[src/rtl/pwm_fade_ctrl.sv]
// rtl/pwm_fade_ctrl.sv - PWM fade sequencer: ramps duty up, holds, ramps down, holds
//
// Drives an external PWM instance through a fade cycle:
//   IDLE -> RAMP_UP -> HOLD_HI -> RAMP_DOWN -> HOLD_LO -> IDLE (or RAMP_UP)
// Duty changes only on the last cycle of a PWM period ("tick"), so each duty
// value is held for a whole period.
//
// Optional feature macro: PWM_FADE_LOOP_EN
//   defined   : HOLD_LO loops back to RAMP_UP until stop/rst; done never pulses
//   undefined : HOLD_LO returns to IDLE with a one-cycle done pulse
//
// Ports:
//   clk          in   sole clock, rising edge
//   rst          in   synchronous active-high reset
//   start        in   level; begins a sequence when sampled high in IDLE
//   stop         in   level; aborts any sequence (priority over start and tick)
//   step         in   duty increment/decrement per period (0 treated as 1)
//   pwm_counter  in   counter of the driven PWM instance
//   pwm_enable   out  enable to the PWM instance
//   duty_cycle   out  registered duty to the PWM instance
//   busy         out  high in every state except IDLE
//   done         out  one-cycle pulse on normal sequence completion

module pwm_fade_ctrl #(
    parameter int CTRVAL       = 256,
    parameter int CTRLEN       = $clog2(CTRVAL),
    parameter int HOLD_PERIODS = 16
) (
    input  logic              clk,
    input  logic              rst,
    input  logic              start,
    input  logic              stop,
    input  logic [CTRLEN-1:0] step,
    input  logic [CTRLEN-1:0] pwm_counter,
    output logic              pwm_enable,
    output logic [CTRLEN-1:0] duty_cycle,
    output logic              busy,
    output logic              done
);

    typedef enum logic [2:0] {
        IDLE      = 3'd0,
        RAMP_UP   = 3'd1,
        HOLD_HI   = 3'd2,
        RAMP_DOWN = 3'd3,
        HOLD_LO   = 3'd4
    } state_t;

    localparam logic [CTRLEN-1:0] DUTY_MAX  = '1;
    localparam logic [7:0]        HOLD_LOAD = 8'(HOLD_PERIODS);

    state_t            state_q, state_d;
    logic [CTRLEN-1:0] duty_q, duty_d;
    logic              pwm_enable_q, pwm_enable_d;
    logic              busy_q, busy_d;
    logic              done_q, done_d;
    logic [7:0]        hold_q, hold_d;

    logic              tick;
    logic [CTRLEN-1:0] step_eff;
    logic [CTRLEN:0]   up_sum;

    always_comb begin
        // Tick is the last cycle of a period of an enabled PWM instance.
        tick     = pwm_enable_q && (pwm_counter == DUTY_MAX);
        step_eff = (step == '0) ? CTRLEN'(1) : step;
        // One extra bit so the ramp-up sum saturates instead of wrapping.
        up_sum   = {1'b0, duty_q} + {1'b0, step_eff};

        state_d      = state_q;
        duty_d       = duty_q;
        pwm_enable_d = pwm_enable_q;
        hold_d       = hold_q;
        done_d       = 1'b0;

        case (state_q)
            IDLE: begin
                if (start) begin
                    state_d      = RAMP_UP;
                    duty_d       = '0;
                    pwm_enable_d = 1'b1;
                end
            end
            RAMP_UP: begin
                if (tick) begin
                    if (up_sum >= {1'b0, DUTY_MAX}) begin
                        duty_d  = DUTY_MAX;
                        state_d = HOLD_HI;
                        hold_d  = HOLD_LOAD;
                    end else begin
                        duty_d = up_sum[CTRLEN-1:0];
                    end
                end
            end
            HOLD_HI: begin
                if (tick) begin
                    hold_d = hold_q - 8'd1;
                    if (hold_q <= 8'd1) begin
                        state_d = RAMP_DOWN;
                    end
                end
            end
            RAMP_DOWN: begin
                if (tick) begin
                    if (duty_q <= step_eff) begin
                        duty_d  = '0;
                        state_d = HOLD_LO;
                        hold_d  = HOLD_LOAD;
                    end else begin
                        duty_d = duty_q - step_eff;
                    end
                end
            end
            HOLD_LO: begin
                if (tick) begin
                    hold_d = hold_q - 8'd1;
                    if (hold_q <= 8'd1) begin
`ifdef PWM_FADE_LOOP_EN
                        state_d = RAMP_UP;
`else
                        state_d      = IDLE;
                        pwm_enable_d = 1'b0;
                        done_d       = 1'b1;
`endif
                    end
                end
            end
            default: begin
                state_d      = IDLE;
                duty_d       = '0;
                pwm_enable_d = 1'b0;
                hold_d       = '0;
            end
        endcase

        // Abort overrides every transition above, including a completing tick.
        if (stop) begin
            state_d      = IDLE;
            duty_d       = '0;
            pwm_enable_d = 1'b0;
            hold_d       = '0;
            done_d       = 1'b0;
        end

        busy_d = (state_d != IDLE);
    end

    always_ff @(posedge clk) begin
        if (rst) begin
            state_q      <= IDLE;
            duty_q       <= '0;
            pwm_enable_q <= 1'b0;
            busy_q       <= 1'b0;
            done_q       <= 1'b0;
            hold_q       <= '0;
        end else begin
            state_q      <= state_d;
            duty_q       <= duty_d;
            pwm_enable_q <= pwm_enable_d;
            busy_q       <= busy_d;
            done_q       <= done_d;
            hold_q       <= hold_d;
        end
    end

    assign pwm_enable = pwm_enable_q;
    assign duty_cycle = duty_q;
    assign busy       = busy_q;
    assign done       = done_q;

endmodule

[config.mk]
export PLATFORM = sky130hd
export DESIGN_NAME = pwm_fade_ctrl
export DESIGN_NICKNAME = d
export VERILOG_FILES = /design/src/rtl/pwm_fade_ctrl.sv
export SDC_FILE = /design/constraint.sdc
export NUM_CORES = 1
export LEC_CHECK = 0
export ABC_AREA = 1
export BUFFER_PORTS_ARGS = -buffer_cell sky130_fd_sc_hd__buf_2
export CAP_MARGIN = 20
export CORE_MARGIN = 4
export CORE_UTILIZATION = 50
export DETAILED_ROUTE_END_ITERATION = 7
export GPL_TIMING_DRIVEN = 0
export PLACE_DENSITY = 0.71
export SLEW_MARGIN = 10
export SYNTH_ARGS = -nofsm -noshare
export SYNTH_HDL_FRONTEND = slang
export SYNTH_SLANG_ARGS = --single-unit
[constraint.sdc]
create_clock -name clk -period 3.8 [get_ports clk]
set_input_delay 0.76 -clock clk [delete_from_list [all_inputs] [get_ports clk]]
set_output_delay 0.76 -clock clk [all_outputs]
set_load 0.01 [all_outputs]
* After elaboration in Yosys (flattened, before gate mapping)
Index checks and enable logic that the tools add are counted.
Word-level totals: bits in registers 22, input port bits 20, output and inout bits 11, logic and storage cells 70
Operators by class: add/sub/neg operators 3, magnitude comparators 3, eq/ne operators 13, mux-type cells 29, bitwise logic cells 5, reductions and logical operators 11
Operators with widths (number):
- 2-to-1 mux 8 bit | 11
- one-hot mux 8 bit (4 select lines) | 2
- 2-to-1 mux 3 bit | 10
- one-hot mux 3 bit (5 select lines) | 1
- inequality test 2 bit (second input constant) | 7
- adder 8 x 8 -> 9 bit | 1
- greater-or-equal comparator 9 x 8 -> 1 bit (second input constant) | 1
- == test 8 bit (second input constant) | 1
- <= comparator 8 x 1 -> 1 bit (second input constant) | 1
- <= comparator 8 bit | 1
- logical NOT 8 bit | 1
- AND reduction 4 bit | 2
- subtractor 8 x 1 -> 8 bit (second input constant) | 1
- subtractor 8 bit | 1
- == test 3 x 2 -> 1 bit (second input constant) | 2
- AND reduction 6 bit | 1
- NOT 1 bit | 5
- 2-to-1 mux 1 bit | 4
- OR reduction 2 bit | 2
- OR reduction 4 bit | 1
- == test 3 x 1 -> 1 bit (second input constant) | 1
- == test 3 bit (second input constant) | 1
- logical NOT 3 bit | 1
- one-hot mux 1 bit (3 select lines) | 1
- 4 further kinds | 4

* Depth between registers and ports, before layout
Gate-level depths: netlist of the first run.
word-level depth 9, gate-level depth with buffers 18, mapped depth without buffers 18

* Worst setup path before layout of the first run
No wires, ideal clock.
path kind input-to-reg, start input step[1], end register hold_q[1], library setup time 133 ps, arrival 3009 ps, required time 3667 ps, path slack 659 ps, stages 14, path buffers 0, cell sequence nor4_1 a41o_1 ha_1 inv_1 fa_1 or2_2 nor2_1 nand3_1 nor2_2 nand4_4 nand3_4 nand2_8 o21ai_0 nor2_1
Between the ends: word-level cells in the longest chain between the ends 6, elaborated cells between the ends (all ways) 8, classes of those cells add/sub: 1; order compare: 2; eq/ne: 2; mux: 1; reduce/logical: 2
RTL lines:
- start, declared | RTL line 33 | input logic [CTRLEN-1:0] step,
- logical NOT 8 bit | RTL line 66 | step_eff = (step == '0) ? CTRLEN'(1) : step;
- 2-to-1 mux 8 bit (*) | RTL line 66
- adder 8 x 8 -> 9 bit | RTL line 68 | up_sum = {1'b0, duty_q} + {1'b0, step_eff};
- greater-or-equal comparator 9 x 8 -> 1 bit | RTL line 86 | if (up_sum >= {1'b0, DUTY_MAX}) begin
- inequality test 2 bit (no source line)
- AND reduction 6 bit (no source line) (*)
- end signal, assigned | RTL line 162 | hold_q <= hold_d;
- end, declared | RTL line 57 | logic [7:0] hold_q, hold_d;
Every way passes the cells marked *; elsewhere a longest branch is shown, timed or not. A chain may end at the register's enable or synchronous reset.

* Final worst setup path of the first run
Ends and elaborated chain as after synthesis.

==> results.py, run 1 <==
metrics = {
    "final_layout": {
        "n_antenna_cell": 0,
        "syn2layout_area_growth_pct": 11.7,
        "nFillCells": 434,
        "drive_gt1_share_pct": 19.9,
        "nNetsFinal": 407,
        "final_cells": 412,
        "fin_area_sq_um": 2430,
    },
    "synthesis": {
        "syn_inst": 329,
        "synthFlopType": "dfxtp_1",
        "synth_compound_area_share_pct": 13.8,
        "synth_top_cell_area_share_pct": 20.3,
        "ys_seq_elements": 22,
        "synthXorXnorAreaFrac_pct": 4.83,
        "synthTopCellsByArea": "dfxtp_1 20%, nand2_1 15%, ha_1 12%",
        "netlist_area_sq_um": 2170,
        "synth_top_area_cell": "dfxtp_1",
        "synthAdderAreaFrac_pct": 13.9,
        "yosysSeqAreaShare_pct": 20.3,
        "synthMuxAreaShare_pct": 0,
        "yosysMostFrequentCell": "nand2_1",
        "synth_top_family_by_area": "simple AND/OR/NAND/NOR gates",
        "synth_nets": 372,
        "synth_edf_count": 0,
        "avgSynthCellArea_sq_um": 6.61,
        "async_flop_share_pct": 0,
        "yosys.area_share.simple_pct": 37.0,
        "synthTopCellsByCount": "88 x nand2_1, 39 x inv_1, 29 x nor2_1",
        "synthDistinctLibCells": 41,
        "yosys_warnings": 0,
    },
    "critical_path": {
        "crit_start": "step[1]",
        "crit_fanout": 10,
        "r2r_start": "duty_cycle[0]",
        "critPathRequiredTime_ps": 3930,
        "worstReg2RegEnd": "hold_q[1]",
        "arrival_ps": 3640,
        "setup.worst_path.end": "hold_q[1]",
        "end_kind": "flip-flop",
        "startpoint_type": "primary input",
        "crit_type": "in -> reg",
        "r2r_cells": 12,
        "rrSetupSlack_ps": 1310,
    },
    "power_and_ir_drop": {
        "total_leakage_power_nw": 1.27,
        "power_switching_uw": 137,
        "switching_share_pct": 28.7,
        "intPower_uw": 340,
        "ir_drop_mv": 0.205,
        "clockPowerShare_pct": 30.1,
        "p_comb_share_pct": 20.7,
        "p_seq_share_pct": 49.2,
        "pwr_density_cell_nw_per_um2": 196,
    },
    "grt": {
        "grt_pass1_vias": 1910,
        "grt_first_pass_wirelength_um": 8300,
        "grt_max_degree": 12,
        "grt-ovfl-total": 0,
        "track_usage_pct": 19.5,
        "antenna_found_initial": 0,
    },
    "floorplan": {
        "die_area_sq_um": 5470,
        "die_w_um": 74.0,
        "rows": 23,
        "die_h_um": 74.0,
        "boundaryPins": 31,
        "floorplan.initialDensity_pct": 52.8,
        "coreArea_sq_um": 4120,
    },
    "timing": {
        "finalSetupViolCount": 0,
        "fin_ws_ps": 298,
        "rsz0062_at_grt": "false",
        "worst_slew_pin_slew_ps": 600,
        "fin_crit_ps": 3500,
        "fmax_mhz": 286,
        "slew_headroom_pct": 60.0,
        "fin_crit_sh_pct": 92.1,
        "fin_skew_ps": 1.09,
        "final_hold_viol_count": 0,
        "drv_slew": 0,
        "setup_tns_ps": 0,
    },
    "route": {
        "wl_um": 4930,
        "drtIter0Drc": 89,
        "vias": 2094,
        "post-route-drc-count": 0,
        "drtAntennaViolNets": 0,
        "vias_per_cell": 5.08,
        "wire_per_inst_um": 12.0,
        "firstDrtPassIters": 4,
    },
    "clock_tree": {
        "clk_pin_slew_ps": 80,
        "cts_inserted_buffers": 3,
        "cts_resized": 0,
        "htreeDepth": 1,
        "hold_buffers": 0,
        "clk_latency_ps": 260,
        "clkSinkCount": 22,
        "cts_tree": "built",
        "cts_buffer_depth": 2,
        "cts_setup_buffers": 0,
        "cts_root_buffer": "clkbuf_8",
    },
    "hold_path": {
        "hold_depth": 2,
        "min_path_type": "reg -> reg",
    },
    "place": {
        "finalWeightedCongestion": 0.853,
        "hpwl_um": 4060,
        "place_ws_ps": 4.01,
        "port_buffers": 30,
        "placed_area_sq_um": 2390,
        "place_inst": 409,
    },
    "status": {
        "status": "completed",
    },
    "flow_run": {
        "cap_violations": 0,
    },
}
-- flip-flops by register name, indices dropped and copies added, names as in the netlist --
signal and flops:
pwm_enable 1, duty_cycle 8, hold_q 8, state_q 3
busy 1, done 1
-- per-stage QoR --
step / hold WS [ps] / power, mW / util (%)
after global placement: 483 / 0.337 / 58.0
after floorplan: 468 / 0.308 / -
after global routing: 522 / 0.504 / 59.0
final: 493 / 0.477 / 59.0
after CTS: 498 / 0.483 / 59.0
after detailed placement: 483 / 0.338 / 58.0
-- cells by family after synthesis --
family	after synthesis
and+or+nand+nor	172
AOI/OAI and AO/OA	45
buffers and inverters	55
DFF	22
xor gates and xnor gates	12
adders and majority gates	23
-- layer usage --
metal	GRT usage [%]	share of wire [%]	vias to the layer above
li1	-	-	1122
met1	24.8	46	933
met2	34.4	50	35
met3	1.76	3.2	4
met4	6.44	1.2	0
met5	0	0	-
-- layout make-up --
| class | instances | area (sq um) | area share [%] |
|---|---|---|---|
| Buffer | 8 | 45.0 | 1.85 |
| Clock buffer | 3 | 41.3 | 1.70 |
| Inverter | 47 | 176 | 7.26 |
| Multi-Input combinational cell | 252 | 1510 | 62.3 |
| Sequential cell | 22 | 440 | 18.1 |
| Tap cell | 50 | 62.6 | 2.58 |
| Timing Repair Buffer | 30 | 150 | 6.18 |
-- layout by cell type (no fill, tap or decap), types with 2 or more instances in the layout --
| cell type | count |
|---|---|
| or2_2 | 2 |
| buf_4 | 2 |
| a21oi_2 | 7 |
| inv_1 | 39 |
| and2_1 | 2 |
| nand2_1 | 88 |
| inv_2 | 7 |
| nor2_1 | 29 |
| o21bai_1 | 2 |
| a21oi_1 | 14 |
| o21ai_0 | 12 |
| dfxtp_1 | 22 |
| ha_1 | 21 |
| nand3_1 | 16 |
| nand4_1 | 7 |
| xnor2_1 | 2 |
| nor2_2 | 3 |
| nor4_1 | 3 |
| nand2_2 | 9 |
| clkbuf_8 | 3 |
| nand3_2 | 2 |
| clkbuf_1 | 5 |
| a21oi_4 | 2 |
| fa_1 | 2 |
| xor2_1 | 10 |
| buf_2 | 30 |
| nor3_1 | 5 |
-- worst min-delay path by stage --
| stage | slack [ps] | to | start |
|---|---|---|---|
| global route | 520 | hold_q[7] | hold_q[7] |
| CTS | 500 | hold_q[0] | hold_q[0] |
| detailed placement | 480 | hold_q[0] | hold_q[0] |
| finish | 490 | hold_q[0] | hold_q[0] |
| global placement | 480 | hold_q[0] | hold_q[0] |
| floorplan | 470 | hold_q[0] | hold_q[0] |
-- power by group through the flow --
stage	registers, mW	logic, mW	clock network, mW
after CTS	0.234	0.0989	0.150
after global routing	0.235	0.112	0.156
after detailed placement	0.240	0.0982	0
after floorplan	0.240	0.0678	0
after global placement	0.240	0.0975	0
final	0.234	0.0988	0.144
-- critical path, cell delays in order --
cell and delay (ps):
buf_2 130, nor4_1 460, a41o_1 320, ha_1 220, inv_1 60, fa_1 470
or2_2 290, nor2_1 110, nand3_1 90, nor2_2 130, nand4_4 150, nand3_4 140
nand2_8 100, o21ai_0 150, nor2_1 50
No activity file was read; power rests on OpenSTA's default activity.
==> run 2: changes to the inputs <==
Settings changed: SLEW_MARGIN 10 to default.
Clock period 3.8 ns to 3.3 ns, I/O delays scaled along.
==> run 2 against run 1 <==
Net effect:
- first-iteration DRC count decreased by 10%
- routed wire length increased by 2.3%
- sequential share of layout area decreased by 0.42 points
- via count increased by 1.0%
- clock skew increased by 0.73 ps
- clock-buffer cell count unchanged
- global-route usage about the same
- critical path type unchanged
- largest cell class unchanged
==> results.py, run 2 (same netlist as run 1, synthesis figures left out) <==
metrics = {
    "status": {
        "status": "completed",
    },
    "final_layout": {
        "syn2layout_area_growth_pct": 14.3,
        "final_cells": 416,
        "nNetsFinal": 411,
        "final_cell_mix": "87 x nand2_1, 39 x inv_1, 30 x buf_2",
        "n_antenna_cell": 0,
        "fin_area_sq_um": 2490,
        "final_common_cell": "nand2_1",
        "postLayoutCoreUtil_pct": 60.4,
        "drive_gt1_share_pct": 21.9,
        "nFillCells": 425,
    },
    "grt": {
        "grt-ovfl-total": 0,
        "antenna_found_initial": 0,
        "track_usage_pct": 19.5,
        "grt_first_pass_wirelength_um": 8340,
        "grt_pass1_vias": 1930,
        "grt_max_degree": 12,
    },
    "critical_path": {
        "end_kind": "flip-flop",
        "path_cells": "buf_2 -> nor4_4 -> a41o_1 -> ha_2 -> inv_1 -> fa_1 -> or2_4 -> nor2_2 -> nand3_1 -> nor2_2 -> nand4_4 -> nand3_4 -> buf_4 -> nand4_1 -> a21oi_2",
        "r2r_cells": 12,
        "crit_cells": 15,
        "crit_start": "step[7]",
        "cp_slowest_cell": "fa_1",
        "setup.worst_path.end": "hold_q[2]",
        "crit_type": "in -> reg",
        "startpoint_type": "primary input",
        "arrival_ps": 3350,
        "path_buf_inv": 3,
        "critPathRequiredTime_ps": 3490,
        "critical_path.max_stage_delay_ps": 510,
        "cp_top_family": "simple AND/OR/NAND/NOR gates",
        "worstReg2RegEnd": "hold_q[2]",
        "critical_path.most_common_cell": "nor2_2",
        "rrSetupSlack_ps": 830,
        "crit_fanout": 5,
        "r2r_start": "duty_cycle[0]",
    },
    "clock_tree": {
        "cts_buffer_depth": 2,
        "htreeDepth": 1,
        "hold_buffers": 0,
        "cts_root_buffer": "clkbuf_8",
        "clk_pin_slew_ps": 70,
        "cts_inserted_buffers": 3,
        "clkSinkCount": 22,
        "cts_tree": "built",
        "clk_latency_ps": 260,
    },
    "route": {
        "vias": 2115,
        "drtIter0Drc": 80,
        "wl_um": 5050,
        "wire_per_inst_um": 12.1,
        "vias_per_cell": 5.08,
        "drtAntennaViolNets": 0,
        "firstDrtPassIters": 4,
        "post-route-drc-count": 0,
    },
    "place": {
        "hpwl_um": 4060,
        "port_buffers": 30,
        "place_inst": 409,
        "placed_area_sq_um": 2390,
        "finalWeightedCongestion": 0.853,
    },
    "timing": {
        "fmax_mhz": 317,
        "fin_crit_sh_pct": 95.5,
        "slew_headroom_pct": 60.4,
        "finalSetupViolCount": 0,
        "fin_skew_ps": 1.82,
        "fin_crit_ps": 3150,
        "drv_slew": 0,
        "final_hold_viol_count": 0,
        "rsz0062_at_grt": "false",
        "worst_slew_pin_slew_ps": 594,
    },
    "power_and_ir_drop": {
        "pwr_density_cell_nw_per_um2": 223,
        "total_leakage_power_nw": 1.29,
        "ir_drop_mv": 0.235,
        "total_power_uw": 555,
    },
    "floorplan": {
        "die_w_um": 74.0,
        "die_h_um": 74.0,
        "boundaryPins": 31,
        "coreArea_sq_um": 4120,
        "rows": 23,
        "die_area_sq_um": 5470,
        "floorplan.initialDensity_pct": 52.8,
    },
    "hold_path": {
        "min_path_type": "reg -> reg",
    },
    "flow_run": {
        "cap_violations": 0,
    },
}
-- run 2: cell types whose count changed in the layout (fill, tap and decap cells not counted), sizes merged --
cell | before | now
buf | 33 | 37
-- run 2: layout make-up --
cell class	instances	area (sq um)	share of cell area, %
clock buffer	3	41.3	1.66
sequential	22	440	17.7
timing repair buffer	34	180	7.25
tap	50	62.6	2.52
inverter	47	179	7.20
multi-input combinational	252	1540	61.9
buffer	8	45.0	1.81
-- run 2: per-stage QoR --
stage          hold WS, ps  TNS [ps]  worst slack, ps
6_report               495         0              148
5_1_grt                522         0             14.6
4_1_cts                498         0             34.9
3_5_place_dp           483     -4660             -396
3_3_place_gp           483     -4220             -380
2_1_floorplan          468         0              259
-- run 2: report_power, final --
part / internal (mW) / total (mW) / switching [mW] / leakage (nW)
clock network: 0.0815 / 0.165 / 0.0835 / 0.0216
logic: 0.0457 / 0.120 / 0.0740 / 1.09
registers: 0.268 / 0.270 / 0.00208 / 0.178
total: 0.395 / 0.555 / 0.160 / 1.29
-- run 2: worst min path at each step --
stage / from / to / slack, ps / cells after the start
floorplan: hold_q[0] / hold_q[0] / 470 / 2
global placement: hold_q[0] / hold_q[0] / 480 / 2
detailed placement: hold_q[0] / hold_q[0] / 480 / 2
CTS: hold_q[0] / hold_q[0] / 500 / 2
global route: hold_q[7] / hold_q[7] / 520 / 2
finish: hold_q[0] / hold_q[0] / 500 / 2
-- run 2: repair_timing --
item / in CTS / in global routing
gates resized for setup: 1 / 7
pin swaps: 1 / 5
gates cloned: 0 / 0
buffers inserted: 1 / 3
setup endpoints to repair: 13 / 14
-- run 2: per-layer routing --
layer | up-vias | track usage, % | wire, um
met5 | - | 0 | 0
met4 | 0 | 7.24 | 106
met3 | 8 | 1.76 | 179
met2 | 42 | 34.4 | 2490
met1 | 936 | 24.5 | 2270
li1 | 1129 | - | -
-- run 2: worst min-delay path: cells and delay by family (launching register included) --
family	cells	cell delay [ps]
flip-flops	1	330
AO/OA/AOI/OAI	1	50
AND/OR/NAND/NOR	1	70
